===== config.mk =====
export PLATFORM = sky130hd
export DESIGN_NAME = ask_burst_mod
export DESIGN_NICKNAME = d
export VERILOG_FILES = /design/src/rtl/ask_burst_mod.sv
export SDC_FILE = /design/constraint.sdc
export NUM_CORES = 1
export LEC_CHECK = 0
export ABC_AREA = 1
export CAP_MARGIN = 20
export CELL_PAD_IN_SITES_DETAIL_PLACEMENT = 2
export CELL_PAD_IN_SITES_GLOBAL_PLACEMENT = 2
export CORE_UTILIZATION = 41
export DETAILED_ROUTE_END_ITERATION = 7
export GPL_TIMING_DRIVEN = 1
export PLACE_DENSITY = 0.84
export REMOVE_ABC_BUFFERS = 1
export SYNTH_ARGS = -nofsm -noshare
export SYNTH_HDL_FRONTEND = slang
export SYNTH_SLANG_ARGS = --single-unit

===== constraint.sdc =====
create_clock -name clk -period 17.87 [get_ports clk]
set_clock_uncertainty 0.2 [all_clocks]
set_input_delay 3.574 -clock clk [delete_from_list [all_inputs] [get_ports clk]]
set_output_delay 3.574 -clock clk [all_outputs]
set_load 0.005 [all_outputs]

===== src/rtl/ask_burst_mod.sv =====
// ask_burst_mod: burst-shaped ASK modulator.
// The carrier level is added to the baseband, the sum is mixed with the LO,
// and a linear ramp envelope is applied. The envelope is driven by an
// enable-controlled IDLE/UP/ON/DOWN state machine. The data path is a fixed
// 3-stage pipeline with no stalls. The envelope is delayed by two clocks so
// that each sample meets the gain that was current when it entered.
module ask_burst_mod #(
  parameter int RAMP_LEN = 256
) (
  input  logic               clk,
  input  logic               rst,
  input  logic               en,
  input  logic signed [15:0] bb,
  input  logic signed [15:0] lo,
  input  logic signed [15:0] offset,
  input  logic               clr_sat,
  output logic signed [15:0] dout,
  output logic        [15:0] env,
  output logic               busy,
  output logic               sat
);

  // Gain arithmetic uses 17 bits so that unity (32768) and the ramp step are representable.
  localparam logic [16:0] FULL   = 17'd32768;
  localparam logic [16:0] STEP   = 17'(32768 / RAMP_LEN);
  localparam logic [16:0] FULL_M = FULL - STEP;
  localparam logic [15:0] STEP16 = STEP[15:0];
  localparam logic [15:0] FULL16 = FULL[15:0];
  localparam logic [15:0] FM16   = FULL_M[15:0];

  localparam logic signed [15:0] POS_MAX = 16'sh7fff;
  localparam logic signed [15:0] NEG_MAX = 16'sh8000;

  typedef enum logic [1:0] {IDLE, UP, ON, DOWN} state_e;

  state_e state_q, state_d;

  logic [15:0] env_q, env_d;
  logic [15:0] env_d1_q, env_d2_q;

  logic signed [15:0] s1_q, s1_d;
  logic signed [15:0] lo_q;
  logic signed [15:0] s2_q, s2_d;
  logic signed [15:0] dout_q, dout_d;
  logic               sat_q, sat_d;

  // ------------------------------------------------------------------
  // Stage 1: the carrier level is added to the baseband, then the sum saturates to 16 bits.
  // ------------------------------------------------------------------
  logic [16:0] sum1;
  logic        clamp1;

  assign sum1   = {bb[15], bb} + {offset[15], offset};
  // The 17-bit sum does not fit in 16 bits when its two top bits differ.
  assign clamp1 = sum1[16] ^ sum1[15];

  // Stage 1 clamp selection.
  always_comb begin
    s1_d = sum1[15:0];
    if (clamp1) s1_d = sum1[16] ? NEG_MAX : POS_MAX;
  end

  // ------------------------------------------------------------------
  // Stage 2: mix with the LO, using a Q15 product with a floor shift.
  // ------------------------------------------------------------------
  logic signed [31:0] a2, b2, prod2;
  logic               clamp2;

  assign a2     = {{16{s1_q[15]}}, s1_q};
  assign b2     = {{16{lo_q[15]}}, lo_q};
  assign prod2  = a2 * b2;
  // prod2[31:15] is the floor-shifted value. Only -32768 * -32768 reaches +32768.
  assign clamp2 = prod2[31] ^ prod2[30];

  // Stage 2 clamp selection.
  always_comb begin
    s2_d = prod2[30:15];
    if (clamp2) s2_d = prod2[31] ? NEG_MAX : POS_MAX;
  end

  // ------------------------------------------------------------------
  // Stage 3: apply the envelope. |s2 * env| <= 2^30, so the result fits 16 bits.
  // ------------------------------------------------------------------
  logic signed [32:0] a3, b3, prod3;

  assign a3     = {{17{s2_q[15]}}, s2_q};
  assign b3     = {17'd0, env_d2_q};
  assign prod3  = a3 * b3;
  assign dout_d = prod3[30:15];

  // Bits discarded by the Q15 shifts.
  logic unused_bits;
  assign unused_bits = ^{prod2[14:0], prod3[32:31], prod3[14:0]};

  // Sticky saturation flag. A clamp on the same edge as a clear wins.
  assign sat_d = clamp1 | clamp2 | (sat_q & ~clr_sat);

  // ------------------------------------------------------------------
  // Envelope state machine: ramps env linearly by STEP toward unity or zero.
  // ------------------------------------------------------------------
  logic [16:0] env17, up_v, dn_v;

  assign env17 = {1'b0, env_q};
  assign up_v  = env17 + STEP;
  assign dn_v  = env17 - STEP;

  // Next state and next envelope level. A reversal continues from the current level.
  always_comb begin
    state_d = state_q;
    env_d   = env_q;
    unique case (state_q)
      IDLE: begin
        env_d = 16'd0;
        if (en) begin
          env_d   = STEP16;
          state_d = (STEP == FULL) ? ON : UP;
        end
      end
      UP: begin
        if (en) begin
          env_d   = up_v[15:0];
          state_d = (up_v == FULL) ? ON : UP;
        end else begin
          env_d   = dn_v[15:0];
          state_d = (dn_v == 17'd0) ? IDLE : DOWN;
        end
      end
      ON: begin
        env_d = FULL16;
        if (!en) begin
          env_d   = FM16;
          state_d = (FULL_M == 17'd0) ? IDLE : DOWN;
        end
      end
      DOWN: begin
        if (!en) begin
          env_d   = dn_v[15:0];
          state_d = (dn_v == 17'd0) ? IDLE : DOWN;
        end else begin
          env_d   = up_v[15:0];
          state_d = (up_v == FULL) ? ON : UP;
        end
      end
      default: begin
        state_d = IDLE;
        env_d   = 16'd0;
      end
    endcase
  end

  // Registers for the state machine and the envelope delay line.
  always_ff @(posedge clk or negedge rst) begin
    if (!rst) begin
      state_q  <= IDLE;
      env_q    <= 16'd0;
      env_d1_q <= 16'd0;
      env_d2_q <= 16'd0;
    end else begin
      state_q  <= state_d;
      env_q    <= env_d;
      env_d1_q <= env_q;
      env_d2_q <= env_d1_q;
    end
  end

  // Data pipeline registers and the sticky flag.
  always_ff @(posedge clk or negedge rst) begin
    if (!rst) begin
      s1_q   <= '0;
      lo_q   <= '0;
      s2_q   <= '0;
      dout_q <= '0;
      sat_q  <= 1'b0;
    end else begin
      s1_q   <= s1_d;
      lo_q   <= lo;
      s2_q   <= s2_d;
      dout_q <= dout_d;
      sat_q  <= sat_d;
    end
  end

  assign dout = dout_q;
  assign env  = env_q;
  assign busy = (state_q != IDLE);
  assign sat  = sat_q;

endmodule


After elaboration in Yosys (flattened, before gate mapping) --
Index checks and enable logic that the tools add are counted.
Storage, ports and cells: register bits 115, input bits 52, logic and storage cells 45, output and inout port bits 34
Cells by class: $add $sub $neg 3, mux-type cells 14, bitwise gates (word level) 6, equal/unequal tests 6, multipliers 2, reduce and logical (&&, ||, !) cells 5
Operators with widths (count):
- $mux W16 | 6
- $pmux W16 S3 | 1
- $mul A16 B16 Y32 | 1
- $mul A16 B17 Y31 | 1
- $add A16 B16 Y17 | 1
- $add A16 B8 Y17 const B | 1
- $eq A17 B16 Y1 const B | 1
- $logic_not A17 Y1 | 1
- $sub A16 B8 Y17 const B | 1
- $mux W2 | 5
- $mux W8 | 1
- $pmux W2 S3 | 1
- $eq A2 B2 Y1 const B | 2
- $ne A2 B2 Y1 const B | 2
- $eq A2 B1 Y1 const B | 1
- $logic_not A2 Y1 | 1
- $or A1 B1 Y1 | 2
- $reduce_and A2 Y1 | 1
- $reduce_bool A2 Y1 | 1
- $reduce_or A2 Y1 | 1
- $xor A1 B1 Y1 | 2
- $and A1 B1 Y1 | 1
- $not A1 Y1 | 1

Longest topological paths before layout --
depth in word-level cells 5, depth in mapped cells 29, depth with buffers taken out 27

Worst setup path before layout --
Ideal clock, no wire load.
path type register to register, from register lo_q[5], to register sat_q, in the netlist sat, setup time 126 ps, required time 17544 ps, path slack 11909 ps, path buffers 3, clock period less this slack 5961 ps, arrival 5635 ps, cell stages (with the launch flop) 24, cells stage by stage dfrtp_1 > clkbuf_1 > clkbuf_1 > nand2_1 > fa_1 > inv_1 > fa_1 > fa_1 > fa_1 > fa_1 > inv_1 > fa_1 > inv_1 > ha_1 > a21oi_1 > a21boi_1 > nand2_1 > a21oi_2 > nand2_1 > nand2_1 > nand2_4 > nand2_4 > buf_6 > nand3_1
Between the ends: word-level cells in the longest chain between the ends 4
Ends and longest elaborated chain:
- start, declared | RTL line 42 | logic signed [15:0] lo_q;
- start signal, assigned | RTL line 176 | lo_q <= lo;
- $mul A16 B16 Y32 | RTL line 71 | assign prod2 = a2 * b2;
- $xor A1 B1 Y1 | RTL line 73 | assign clamp2 = prod2[31] ^ prod2[30];
- $or A1 B1 Y1 (2 in series) | RTL line 96 | assign sat_d = clamp1 | clamp2 | (sat_q & ~clr_sat);
- net sat_d | RTL line 45 | logic sat_q, sat_d;
- end signal, assigned | RTL line 179 | sat_q <= sat_d;
- end, declared | RTL line 45
The timed path passes the listed nets, and every way through them passes these cells. A chain may end at the register's enable or synchronous reset.

Final worst setup path --
from register lo_q[1], to register sat_q, in the netlist sat
The elaborated chain is that of the path after synthesis.

==> impl_metrics.py <==
metrics = {
    "finish": {
        "final_nets": 3164,
        "drive_gt1_share_pct": 1.639,
        "antenna_cells": 0,
        "syn2layout_area_growth_pct": 7.177,
    },
    "detailed_routing": {
        "routed_wl_um": 68770,
        "firstDrtPassIters": 5,
        "routedWlPerCell_um": 21.64,
        "via_count": 16390,
        "vias_per_cell": 5.159,
        "route.detailed.drc": 0,
        "ant_nets": 0,
        "dr.first_iter.drc_count": 564,
    },
    "clocking": {
        "clkTransAtPathRegs_ns": 0.10,
        "clk_path_buf_depth": 2,
        "clk_latency_ns": 0.42,
        "cts_buffers": 9,
        "cts.sinks": 94,
        "cts_resized": 0,
        "cts_hold_buf": 0,
        "clock_tree.htree_level_count": 3,
        "cts_root_buf": "clkbuf_16",
        "post-cts-setup-buffer-count": 0,
        "cts_tree": "done",
    },
    "grt": {
        "grt_pass1_vias": 20450,
        "grt_max_degree": 59,
        "antenna_found_initial": 1,
        "grt.total_usage_pct": 29.63,
        "grt_pass1_wl_um": 112800,
        "overflow": 0,
    },
    "setup_path": {
        "crit_chain": "nand2_1 > inv_1 > fa_1 > fa_1 > fa_1 > fa_1 > fa_1 > inv_1 > fa_1 > inv_1 > ha_1 > inv_1 > o21bai_1 > a21oi_1 > nand2_1 > a21oi_2 > nand3_2 > nand2_4 > nor2_4 > inv_2 > nand3_1",
        "path_delay_family": "adder cells",
        "end_kind": "register",
        "worst-path-buf-inv": 5,
        "path_common_cell": "fa_1",
        "cp_max_fo": 16,
        "critPathLaunchType": "register",
        "crit_path_max_incr_delay_ns": 0.95,
        "cp.arrival_ns": 7.17,
        "crit_path_top_delay_cell": "fa_1",
        "worstPathRequired_ns": 17.94,
        "critical_path_class": "register to register",
    },
    "sta": {
        "rsz0062_at_grt": "no",
        "max_slew_margin_pct": 36.23,
        "finalCriticalPeriod_ns": 7.100,
        "tightest_slew_ns": 0.9566,
        "finalSetupTns_ns": 0,
        "fin_crit_sh_pct": 39.73,
        "fmax_ghz": 0.1408,
        "slew_viol_final": 0,
        "hold_viol": 0,
        "setup_violations": 0,
    },
    "place": {
        "gp_congestion": 0.8699,
        "dp_hpwl_um": 58120,
        "port_buffers": 78,
    },
    "flow_run": {
        "maxCapViolCount": 0,
    },
    "die": {
        "num_io_pins": 86,
        "fp.dieW_um": 223.0,
        "start_util_pct": 41.78,
        "core_um2": 47950,
        "die_area_um2": 49740,
        "dieHeight_um": 223.0,
        "rows": 80,
    },
    "yosys": {
        "syn_area_per_cell_um2": 7.815,
        "synth_top_area_cell": "fa_1",
        "ys_ff_latch": 94,
        "synth-edff-count": 0,
        "syn_inst": 2563,
        "yosysTopAreaCellShare_pct": 36.38,
        "synth_commonest_cells": "inv_1, nand2_1, fa_1",
        "ys.flop_type": "dfrtp_1",
        "synth.top_cells.by_area": "fa_1, inv_1, nand2_1, ha_1, dfrtp_1",
        "yosysSeqAreaShare_pct": 11.74,
        "synth_warnings": 0,
        "synth_cell_type_count": 46,
        "synth_area_um2": 20030,
        "synth_most_common_cell": "inv_1",
        "async_flop_share_pct": 100.0,
    },
    "hold_path": {
        "min_path_type": "register to register",
    },
    "status": {
        "status": "finished, final reports clean",
    },
}
## flip-flops by register name, summed over array words and instances, names as in the netlist, 9 cells and up, named ones only
signal,flops
dout,16
lo_q,16
s1_q,16
s2_q,16
env,9
env_d1_q,9
env_d2_q,9
## layout by cell type, fill, tap and decap left out, drive strengths merged
master	instances
nor3b	1
dfrtp	94
a21o	6
a21boi	2
a22oi	1
clkdlybuf4s50	77
clkbuf	9
o31ai	1
a21oi	68
or2	10
inv	735
o211ai	1
xnor2	15
ha	190
nor4	3
a31oi	2
buf	3
o21a	3
o221ai	1
conb	7
nand2	662
nand4	12
clkinv	3
nand3	64
xor2	41
a211oi	1
nor2	108
a221oi	1
fa	364
clkinvlp	3
o41ai	1
o21bai	9
nor3	16
o21ai	47
nand3b	2
## kinds of logic after synthesis
family / count (synthesis) / share of synthesized area, %
AOI/OAI and AO/OA: 144 / 3.992
DFF: 94 / 11.74
adders and majority gates: 554 / 48.25
xor gates and xnor gates: 56 / 2.449
buffers and inverters: 836 / 15.97
other: 1 / 0.01872
and+or+nand+nor: 878 / 17.58
## path summary, 6_finish.rpt
path,startpoint,endpoint,slack [ns],cells past startpoint
setup reg to reg,lo_q[1],sat,10.77,21
min in group asynchronous,rst,lo_q[1],2.98,1
hold / removal,env_d1_q[10],env_d2_q[10],0.15,0
hold reg to reg,env_d1_q[10],env_d2_q[10],0.15,0
max in group asynchronous,rst,lo_q[4],13.21,2
setup / recovery,lo_q[1],sat,10.77,21
## cell type report
cell class | count | area [um2]
Multi-Input combinational cell | 1639 | 14500
Tap cell | 615 | 769.5
Inverter | 734 | 2755
Fill cell | 5491 | 26480
Clock inverter | 7 | 70.07
Sequential cell | 94 | 2352
Timing Repair Buffer | 80 | 793.3
Clock buffer | 9 | 225.2
## routing by layer
layer	share of wire (%)	vias up	GRT usage (%)
met1	39	8598	33.71
met5	0	-	0
li1	-	7325	-
met4	3.8	0	12.93
met3	2.6	163	2.792
met2	54	308	56.00
## through the flow
step	utilization, %	hold WS (ns)	setup slack, ns	cell area (um2)	std cells
4_1_cts	44.78	0.1534	10.76	21470	3178
3_3_place_gp	44.16	0.1328	11.30	21170	3162
2_1_floorplan	-	0.1312	12.00	19610	2467
5_1_grt	44.78	0.1574	10.43	21470	3178
6_report	44.78	0.1502	10.77	21470	3178
3_5_place_dp	44.16	0.1356	10.84	21170	3162
## worst register-to-register path, stage by stage, from the launching register on
cell      delay, ns
dfrtp_1        0.80
nand2_1        0.23
inv_1          0.20
fa_1           0.60
fa_1           0.96
fa_1           0.61
fa_1           0.52
fa_1           0.58
inv_1          0.10
fa_1           0.57
inv_1          0.06
ha_1           0.33
inv_1          0.10
o21bai_1       0.09
a21oi_1        0.16
nand2_1        0.09
a21oi_2        0.15
nand3_2        0.11
nand2_4        0.12
nor2_4         0.04
inv_2          0.21
nand3_1        0.12
Power is not shown: default switching activity piles up to over one toggle a cycle in this logic, so the estimate is an artifact.
